$ cat src/rtl/mem_port_arbiter.sv
// mem_port_arbiter
//   Shares one single-ported unified instruction/data RAM between the IF
//   (fetch) and MEM (load/store) pipeline stages. Arbitrates with MEM
//   priority bounded by a fairness counter, sequences the RAM request/ack
//   handshake, returns read data with a one-cycle VALID pulse, and can
//   discard an in-flight fetch on a branch mispredict (FLUSH).
//
// Ports
//   CLK, RST_N                        clock, async active-low reset
//   IF_REQ/IF_ADDR                    fetch request (level) and address
//   IF_RDATA/IF_VALID                 fetched word, completion pulse
//   FLUSH                             discard any in-flight fetch
//   MEM_REQ/MEM_WE/MEM_ADDR/MEM_WDATA data request, store flag, addr, data
//   MEM_RDATA/MEM_VALID               load data, completion pulse
//   RAM_REQ/RAM_WE/RAM_ADDR/RAM_WDATA RAM request side (held until ack)
//   RAM_RDATA/RAM_ACK                 RAM response side
//   STALL_IF/STALL_MEM                per-stage stall toward the pipeline
module mem_port_arbiter #(
    parameter int unsigned ADDR_W     = 32,
    parameter int unsigned DATA_W     = 32,
    parameter int unsigned FAIR_LIMIT = 4
) (
    input  logic              CLK,
    input  logic              RST_N,
    input  logic              IF_REQ,
    input  logic [ADDR_W-1:0] IF_ADDR,
    output logic [DATA_W-1:0] IF_RDATA,
    output logic              IF_VALID,
    input  logic              FLUSH,
    input  logic              MEM_REQ,
    input  logic              MEM_WE,
    input  logic [ADDR_W-1:0] MEM_ADDR,
    input  logic [DATA_W-1:0] MEM_WDATA,
    output logic [DATA_W-1:0] MEM_RDATA,
    output logic              MEM_VALID,
    output logic              RAM_REQ,
    output logic              RAM_WE,
    output logic [ADDR_W-1:0] RAM_ADDR,
    output logic [DATA_W-1:0] RAM_WDATA,
    input  logic [DATA_W-1:0] RAM_RDATA,
    input  logic              RAM_ACK,
    output logic              STALL_IF,
    output logic              STALL_MEM
);

    localparam int unsigned       CNT_W = $clog2(FAIR_LIMIT + 1);
    localparam logic [CNT_W-1:0]  LIMIT = CNT_W'(FAIR_LIMIT);

    typedef enum logic [1:0] {
        IDLE,
        GRANT_IF,
        GRANT_MEM,
        RESP
    } state_e;

    state_e             state_q, state_d;
    logic               owner_if_q, owner_if_d;   // transaction belongs to IF
    logic               discard_q, discard_d;     // fetch flushed while in flight
    logic [CNT_W-1:0]   fair_cnt_q, fair_cnt_d;
    logic               ram_req_q, ram_req_d;
    logic               ram_we_q, ram_we_d;
    logic [ADDR_W-1:0]  ram_addr_q, ram_addr_d;
    logic [DATA_W-1:0]  ram_wdata_q, ram_wdata_d;
    logic [DATA_W-1:0]  if_rdata_q, if_rdata_d;
    logic [DATA_W-1:0]  mem_rdata_q, mem_rdata_d;
    logic               if_wins;

    // IF is forced through only once MEM has taken FAIR_LIMIT grants in a
    // row while a fetch was waiting.
    assign if_wins = IF_REQ && (!MEM_REQ || (fair_cnt_q == LIMIT));

    always_comb begin
        state_d     = state_q;
        owner_if_d  = owner_if_q;
        discard_d   = discard_q;
        fair_cnt_d  = fair_cnt_q;
        ram_req_d   = ram_req_q;
        ram_we_d    = ram_we_q;
        ram_addr_d  = ram_addr_q;
        ram_wdata_d = ram_wdata_q;
        if_rdata_d  = if_rdata_q;
        mem_rdata_d = mem_rdata_q;

        case (state_q)
            IDLE: begin
                if (if_wins) begin
                    state_d     = GRANT_IF;
                    owner_if_d  = 1'b1;
                    ram_req_d   = 1'b1;
                    ram_we_d    = 1'b0;
                    ram_addr_d  = IF_ADDR;
                    ram_wdata_d = '0;
                    fair_cnt_d  = '0;
                end else if (MEM_REQ) begin
                    state_d     = GRANT_MEM;
                    owner_if_d  = 1'b0;
                    ram_req_d   = 1'b1;
                    ram_we_d    = MEM_WE;
                    ram_addr_d  = MEM_ADDR;
                    ram_wdata_d = MEM_WDATA;
                    if (!IF_REQ) begin
                        fair_cnt_d = '0;
                    end else if (fair_cnt_q != LIMIT) begin
                        fair_cnt_d = fair_cnt_q + 1'b1;
                    end
                end
            end
            GRANT_IF: begin
                if (FLUSH) begin
                    discard_d = 1'b1;
                end
                if (RAM_ACK) begin
                    ram_req_d = 1'b0;
                    state_d   = RESP;
                    // A flush in the ack cycle itself must also suppress the update.
                    if (!discard_q && !FLUSH) begin
                        if_rdata_d = RAM_RDATA;
                    end
                end
            end
            GRANT_MEM: begin
                if (RAM_ACK) begin
                    ram_req_d = 1'b0;
                    state_d   = RESP;
                    if (!ram_we_q) begin
                        mem_rdata_d = RAM_RDATA;
                    end
                end
            end
            RESP: begin
                state_d   = IDLE;
                discard_d = 1'b0;
            end
            default: begin
                state_d = IDLE;
            end
        endcase
    end

    always_ff @(posedge CLK or negedge RST_N) begin
        if (!RST_N) begin
            state_q     <= IDLE;
            owner_if_q  <= 1'b0;
            discard_q   <= 1'b0;
            fair_cnt_q  <= '0;
            ram_req_q   <= 1'b0;
            ram_we_q    <= 1'b0;
            ram_addr_q  <= '0;
            ram_wdata_q <= '0;
            if_rdata_q  <= '0;
            mem_rdata_q <= '0;
        end else begin
            state_q     <= state_d;
            owner_if_q  <= owner_if_d;
            discard_q   <= discard_d;
            fair_cnt_q  <= fair_cnt_d;
            ram_req_q   <= ram_req_d;
            ram_we_q    <= ram_we_d;
            ram_addr_q  <= ram_addr_d;
            ram_wdata_q <= ram_wdata_d;
            if_rdata_q  <= if_rdata_d;
            mem_rdata_q <= mem_rdata_d;
        end
    end

    assign IF_VALID  = (state_q == RESP) && owner_if_q && !discard_q;
    assign MEM_VALID = (state_q == RESP) && !owner_if_q;
    assign IF_RDATA  = if_rdata_q;
    assign MEM_RDATA = mem_rdata_q;
    assign RAM_REQ   = ram_req_q;
    assign RAM_WE    = ram_we_q;
    assign RAM_ADDR  = ram_addr_q;
    assign RAM_WDATA = ram_wdata_q;
    assign STALL_IF  = IF_REQ && !IF_VALID;
    assign STALL_MEM = MEM_REQ && !MEM_VALID;

endmodule

$ cat config.mk
export PLATFORM = sky130hd
export DESIGN_NAME = mem_port_arbiter
export DESIGN_NICKNAME = d
export VERILOG_FILES = /design/src/rtl/mem_port_arbiter.sv
export SDC_FILE = /design/constraint.sdc
export NUM_CORES = 1
export LEC_CHECK = 0
export CAP_MARGIN = 20
export CORE_AREA = 2 2 118 120
export DETAILED_ROUTE_END_ITERATION = 10
export DIE_AREA = 0 0 120 122
export PLACE_DENSITY = 0.88
export SYNTH_ARGS = -nofsm -noshare
export SYNTH_HDL_FRONTEND = slang
export SYNTH_SLANG_ARGS = --single-unit
$ cat constraint.sdc
create_clock -name CLK -period 3.4 [get_ports CLK]
set_clock_uncertainty 0.05 [all_clocks]
set_input_delay 0.68 -clock CLK [delete_from_list [all_inputs] [get_ports CLK]]
set_output_delay 0.68 -clock CLK [all_outputs]
set_load 0.03 [all_outputs]
* Word-level counts from Yosys, hierarchy flattened
Cells that the tools add are included.
** Storage, ports and cells
- Bits in registers :: 137
- Word-level logic and storage cells :: 69
- Input port bits :: 135
- Output and inout bits :: 134
** Cells by class
- Muxes and demuxes :: 22
- Eq/ne operators :: 9
- Add/subtract/negate cells :: 1
- Reductions and logical operators :: 26
- Bitwise logic cells :: 1
** Operators with widths (count)
- $mux W32 :: 4
- $mux W3 :: 4
- $reduce_and A3 Y1 :: 4
- $mux W1 :: 8
- $logic_and A1 B1 Y1 :: 7
- $logic_not A1 Y1 :: 6
- $mux W2 :: 3
- $ne A3 B3 Y1 const B :: 2
- $pmux W2 S3 :: 1
- $reduce_and A2 Y1 :: 3
- $reduce_bool A2 Y1 :: 3
- $eq A2 B2 Y1 const B :: 2
- $pmux W1 S2 :: 2
- $add A3 B1 Y3 const B :: 1
- $eq A3 B3 Y1 const B :: 1
- $ne A3 B1 Y1 const B :: 1
- $eq A2 B1 Y1 const B :: 1
- $logic_not A2 Y1 :: 1
- $ne A2 B1 Y1 const B :: 1
- $ne A2 B2 Y1 const B :: 1
- $reduce_or A2 Y1 :: 1
- $logic_or A1 B1 Y1 :: 1
- $not A1 Y1 :: 1

* Depth between registers and ports, before layout
Gate-level depths: netlist of run 1.
- Depth after elaboration :: 5
- Mapped depth :: 8
- Depth with buffers taken out :: 5

* Least setup slack after synthesis of run 1
No wires, ideal clock.
- Path type :: in2out
- Start point :: input port IF_REQ
- End point :: output port STALL_IF
- Stages on the path :: 3
- Data required time :: 2670 ps
- Path buffers :: 2
- Path slack :: 948 ps
- Data arrival time :: 1722 ps
- Path through :: clkbuf_1 > buf_1 > nor2b_1
** Between the ends
- Word-level cells in the longest chain between the ends :: 1
** RTL lines
- start, declared :: line 25 : input logic IF_REQ,
- $logic_and A1 B1 Y1 :: line 174 : assign STALL_IF = IF_REQ && !IF_VALID;
- end, declared :: line 42 : output logic STALL_IF,
Every way passes these cells.

* Worst setup path in the final report of run 1
- Start point :: input port MEM_REQ
- End point :: output port STALL_MEM
** Between the ends
- Word-level cells in the longest chain between the ends :: 1
** RTL lines
- start, declared :: line 30 : input logic MEM_REQ,
- $logic_and A1 B1 Y1 :: line 175 : assign STALL_MEM = MEM_REQ && !MEM_VALID;
- end, declared :: line 43 : output logic STALL_MEM
Every way passes these cells.

==> results.toml, run 1 <==
[setup_path]
cp_num_cells = 3
path_buf_inv = 2
cp.arrival_ns = 2.23
worstSetupPathType = "input pin to primary output"
critPathSlowestCell = "clkdlybuf4s50_1"
crit_chain = "clkdlybuf4s50_1 > nor2b_1 > clkdlybuf4s50_1"
worst_r2r_path_depth = 6
critPathMaxStageDelay_ns = 0.68
path_delay_family = "buffers and inverters"
endpoint_kind = "primary output"
cp_max_fo = 7
crit_path_start_kind = "input pin"
worst_ep_required_time_ns = 2.67
cpMostUsedCell = "clkdlybuf4s50_1"

[place]
gp_congestion = 0.822
dp_hpwl_um = 12200
dp_slack_ns = 0.419
dpl-instance-area_sq_mm = 0.00876
dp.cells = 936
portBuffers = 268

[route]
wl_met1_um = 6930
dr_wl_met2_um = 8390
wl_um = 16900
via_per_inst = 5.25
ant_nets = 0
routedWlPerCell_um = 17.5
wl_met3_um = 1230
drcViolationCount = 0
routed.top_layer = "met4"
first_iter_violations = 272
vias = 5090
dr.pass1.iters = 5

[power_and_ir_drop]
ir_worst_vdd_v = 0.000464
p_per_area_mw_per_mm2 = 1040
p_leak_nw = 3.98
finalPower_mw = 9.75

[timing]
slew_violations = 0
worstMarginPinSlew_ns = 0.602
slew_headroom_pct = 59.9
fin_ws_ns = 0.441
rsz0062_at_grt = "no"
finalSetupTns_ns = 0
finalHoldViolCount = 0
min_period_over_period_pct = 87.0
hold_slack_ns = 0.203
setup_viol_count_final = 0
post-route-min-period_ns = 2.96
fmax_mhz = 338

[synthesis]
yosys.area_share.xor_xnor_pct = 0
yosys.area_share.simple_pct = 13.6
yosysWarnings = 0
synthDistinctLibCells = 30
syn_area_sq_mm = 0.00592
synth-edff-count = 0
synth_fa_ha_area_share_pct = 1.48
synth_top_family_by_area = "simple AND/OR/NAND/NOR gates"
yosysSeqAreaShare_pct = 57.9
synth_ff_type = "dfrtp_1"
ys_ff_latch = 137
async_flop_share_pct = 100
syn_inst = 516
synthMuxAreaShare_pct = 12.5
synth_area_per_cell_sq_um = 11.5
synth_compound_area_share_pct = 10.7
synth_nets = 658

[clock_network]
cts_max_level = 4
cts_hold_buf = 0
post_cts_buffers = 0
cts_num_sinks = 137
root_buffer = "clkbuf_16"
cts.reportedPaths.clkPinSlew_ns = 0.06
insertion_delay_ns = 0.41
cts.repair.resized = 0
clk_path_buf_depth = 2
cts_tree = "built"
numCtsBuffers = 17

[floorplan]
core_area_sq_mm = 0.0135
row_count = 43
io-pin-count = 269
initial_utilization_pct = 43.8
die_x_um = 120
die_area_sq_mm = 0.0146
die_y_um = 122

[global_routing]
grt_pass1_vias = 5219
grt_pass1_wl_um = 26700
track_usage_pct = 23.3
grt_overflow_total = 0
grt_max_degree = 76
antenna_found_initial = 1

[final_layout]
final_util_pct = 69.6
final_common_cell = "clkdlybuf4s50_1"
finalNonFillerCells = 969
finalNetCount = 917
drive_gt1_share_pct = 17.6
final_cell_mix = "clkdlybuf4s50_1 (266), dfrtp_1 (137), nand2_1 (133)"
syn2layout_area_growth_pct = 58.8
design_area_sq_mm = 0.00940

[job]
drv_cap = 0

[worst_hold_path]
hold_class = "input pin to asynchronous set/reset pin"

[outcome]
status = "finished, final reports clean"
## final timing paths
path / from / to / slack [ns]
setup / recovery: MEM_REQ / STALL_MEM / 0.44
hold / removal: RST_N / RAM_ADDR[29]$_DFFE_PN0P_ / 0.20
setup reg to reg: state_q[0]$_DFFE_PN0P_ / RAM_WDATA[31]$_DFFE_PN0P_ / 1.20
hold reg to reg: RAM_WDATA[0]$_DFFE_PN0P_ / RAM_WDATA[0]$_DFFE_PN0P_ / 0.43
max in group asynchronous: RST_N / RAM_WDATA[12]$_DFFE_PN0P_ / 2.27
min in group CLK: RAM_WDATA[0]$_DFFE_PN0P_ / RAM_WDATA[0]$_DFFE_PN0P_ / 0.43
## cell type report
class / instances / area (sq um)
fillers: 947 / 4110
flip-flops and latches: 137 / 3430
repair buffers: 280 / 2800
multi-input cells: 334 / 2300
clock buffers: 19 / 443
well taps: 180 / 225
clock inverters: 13 / 189
inverters: 5 / 18.8
diodes: 1 / 2.50
## layer usage
metal / global-route usage, % / up-vias
met2: 38.5 / 264
met1: 28.7 / 2484
met3: 7.02 / 27
met4: 8.97 / 0
li1: - / 2315
met5: 0 / -
## Yosys cell counts, drive strengths merged, types with 2 or more instances
| master | instances | share of area [%] |
|---|---|---|
| nor2 | 4 | 0.25 |
| inv | 5 | 0.32 |
| nand4 | 33 | 3.5 |
| nand2 | 133 | 8.4 |
| o21ai | 37 | 3.1 |
| dfrtp | 137 | 58 |
| o22ai | 2 | 0.21 |
| nor2b | 5 | 0.53 |
| a31oi | 2 | 0.21 |
| nand3b | 3 | 0.38 |
| a21oi | 2 | 0.17 |
| o211ai | 32 | 6.3 |
| ha | 7 | 1.5 |
| buf | 20 | 2.1 |
| mux2 | 65 | 12 |
| clkbuf | 20 | 1.3 |
## logic make-up after synthesis
logic type | after synthesis
adders and majority gates | 7
DFF | 137
AOI/OAI and AO/OA | 79
muxes | 66
buffers and inverters | 45
and+or+nand+nor | 182
## sequential cells by signal, summed over array words and instances, names as in the netlist
name        flops
IF_RDATA       32
MEM_RDATA      32
RAM_ADDR       32
RAM_REQ         1
RAM_WDATA      32
RAM_WE          1
discard_q       1
fair_cnt_q      3
owner_if_q      1
state_q         2
## report_power, final
part	switching, mW	internal (mW)
clock network	0.708	1.26
registers	0.430	2.40
logic	2.82	2.14
Power figures use the tool's default switching activity.
==> inputs of run 2 (changes only) <==
- CORE_AREA: 2 2 118 120 -> 2 2 125 127
- DIE_AREA: 0 0 120 122 -> 0 0 127 129
- PLACE_DENSITY: 0.88 -> 0.8
==> results.toml, run 2 (synthesis results as in run 1) <==
[setup_path]
cp_num_cells = 3
path_buf_inv = 2
crit_chain = "clkdlybuf4s50_1 > nor2b_1 > clkdlybuf4s50_1"
endpoint_kind = "primary output"
critPathSlowestCell = "clkdlybuf4s50_1"
path_delay_family = "buffers and inverters"
cpMostUsedCell = "clkdlybuf4s50_1"
cp.arrival_ns = 2.19
r2r-start = "state_q[0]$_DFFE_PN0P_"
cp_max_fo = 7
reg2reg_to = "RAM_WDATA[15]$_DFFE_PN0P_"
worstSetupPathType = "input pin to primary output"
worst_ep_required_time_ns = 2.67
crit_start = "MEM_REQ"
worst_r2r_path_depth = 6
crit_path_start_kind = "input pin"
r2r_slack_ns = 0.97
critPathMaxStageDelay_ns = 0.68

[floorplan]
core_area_sq_mm = 0.0150
die_x_um = 127
die_y_um = 129
initial_utilization_pct = 39.5
io-pin-count = 269
row_count = 45
die_area_sq_mm = 0.0164

[clock_network]
insertion_delay_ns = 0.40
cts_num_sinks = 137
numCtsBuffers = 17
cts.repair.resized = 0
clk_path_buf_depth = 2
post_cts_buffers = 0
cts_tree = "built"
root_buffer = "clkbuf_16"
cts_hold_buf = 0
cts_max_level = 4
cts.reportedPaths.clkPinSlew_ns = 0.05

[power_and_ir_drop]
p_sw_mw = 3.93
p_per_area_mw_per_mm2 = 1040
ir_worst_vdd_v = 0.000438
p_clk_share_pct = 20.8
p_leak_nw = 3.97
power_frac_seq_pct = 28.9
swShare_pct = 40.0
p_int_mw = 5.90
p_comb_share_pct = 50.3

[final_layout]
final_util_pct = 62.9
syn2layout_area_growth_pct = 59.1
num_antenna_cells = 0
final_cell_mix = "clkdlybuf4s50_1 (266), dfrtp_1 (137), nand2_1 (133)"
finalNetCount = 914
final_common_cell = "clkdlybuf4s50_1"
drive_gt1_share_pct = 17.2
finalNonFillerCells = 973

[place]
dp.cells = 941
dp_slack_ns = 0.485
gp_congestion = 0.763
portBuffers = 268
dp_hpwl_um = 12400

[route]
dr.pass1.iters = 4
ant_nets = 0
wl_um = 17300
first_iter_violations = 217
drcViolationCount = 0
vias = 4990
routedWlPerCell_um = 17.8
via_per_inst = 5.13

[timing]
min_period_over_period_pct = 85.9
finalSetupTns_ns = 0
slew_violations = 0
fin_ws_ns = 0.479
fmax_mhz = 342
rsz0062_at_grt = "no"
setup_viol_count_final = 0
worstMarginPinSlew_ns = 0.848
finalHoldViolCount = 0
post-route-min-period_ns = 2.92
slew_headroom_pct = 43.4

[global_routing]
grt_pass1_vias = 5221
track_usage_pct = 21.1
antenna_found_initial = 0
grt_overflow_total = 0
grt_max_degree = 73
grt_pass1_wl_um = 27100

[worst_hold_path]
hold_class = "input pin to asynchronous set/reset pin"

[outcome]
status = "finished, final reports clean"

[job]
drv_cap = 0
## run 2: cell types whose count changed in the layout (fill, tap and decap cells not counted)
cell,previous run,this run
buf_4,11,8
inv_6,4,1
clkbuf_8,1,3
bufinv_16,4,5
clkbuf_1,1,2
clkinv_2,2,1
clkinv_4,1,2
clkinvlp_4,2,1
diode_2,1,0
## run 2: cell type report
class                   count  area (sq um)
inverters                   5          18.8
clock buffers              22           474
flip-flops and latches    137          3430
fillers                  1143          5560
repair buffers            277          2770
clock inverters            10           189
well taps                 188           235
multi-input cells         334          2300
## run 2: power by group through the flow
stage          Sequential [mW]  Combinational [mW]  Clock (mW)
6_report                  2.85                4.94        2.04
3_3_place_gp              2.82                4.87           0
2_1_floorplan             4.25                1.39           0
4_1_cts                   2.85                4.99        2.09
3_5_place_dp              2.87                4.98           0
5_1_grt                   2.94                5.22        2.16
## run 2: routing by layer
metal / global-route usage (%) / vias up / part of all wire (%)
li1: - / 2307 / -
met1: 25.4 / 2438 / 42
met2: 36.4 / 225 / 49
met3: 6.53 / 20 / 7.2
met4: 6.85 / 0 / 1.5
met5: 0 / - / 0
## run 2: worst max path at each step
stage / to / slack, ns
finish: STALL_MEM / 0.48
global placement: STALL_MEM / 0.48
CTS: STALL_MEM / 0.48
floorplan: STALL_IF / 0.95
detailed placement: STALL_MEM / 0.49
global route: STALL_MEM / 0.38
## run 2: stage by stage
step                hold slack [ns]  power, mW  area [sq um]
floorplan                     0.334       5.65          5920
CTS                           0.238       9.93          9420
finish                        0.214       9.83          9420
global route                  0.258       10.3          9420
global placement              0.413       7.69          8750
detailed placement            0.420       7.84          8750
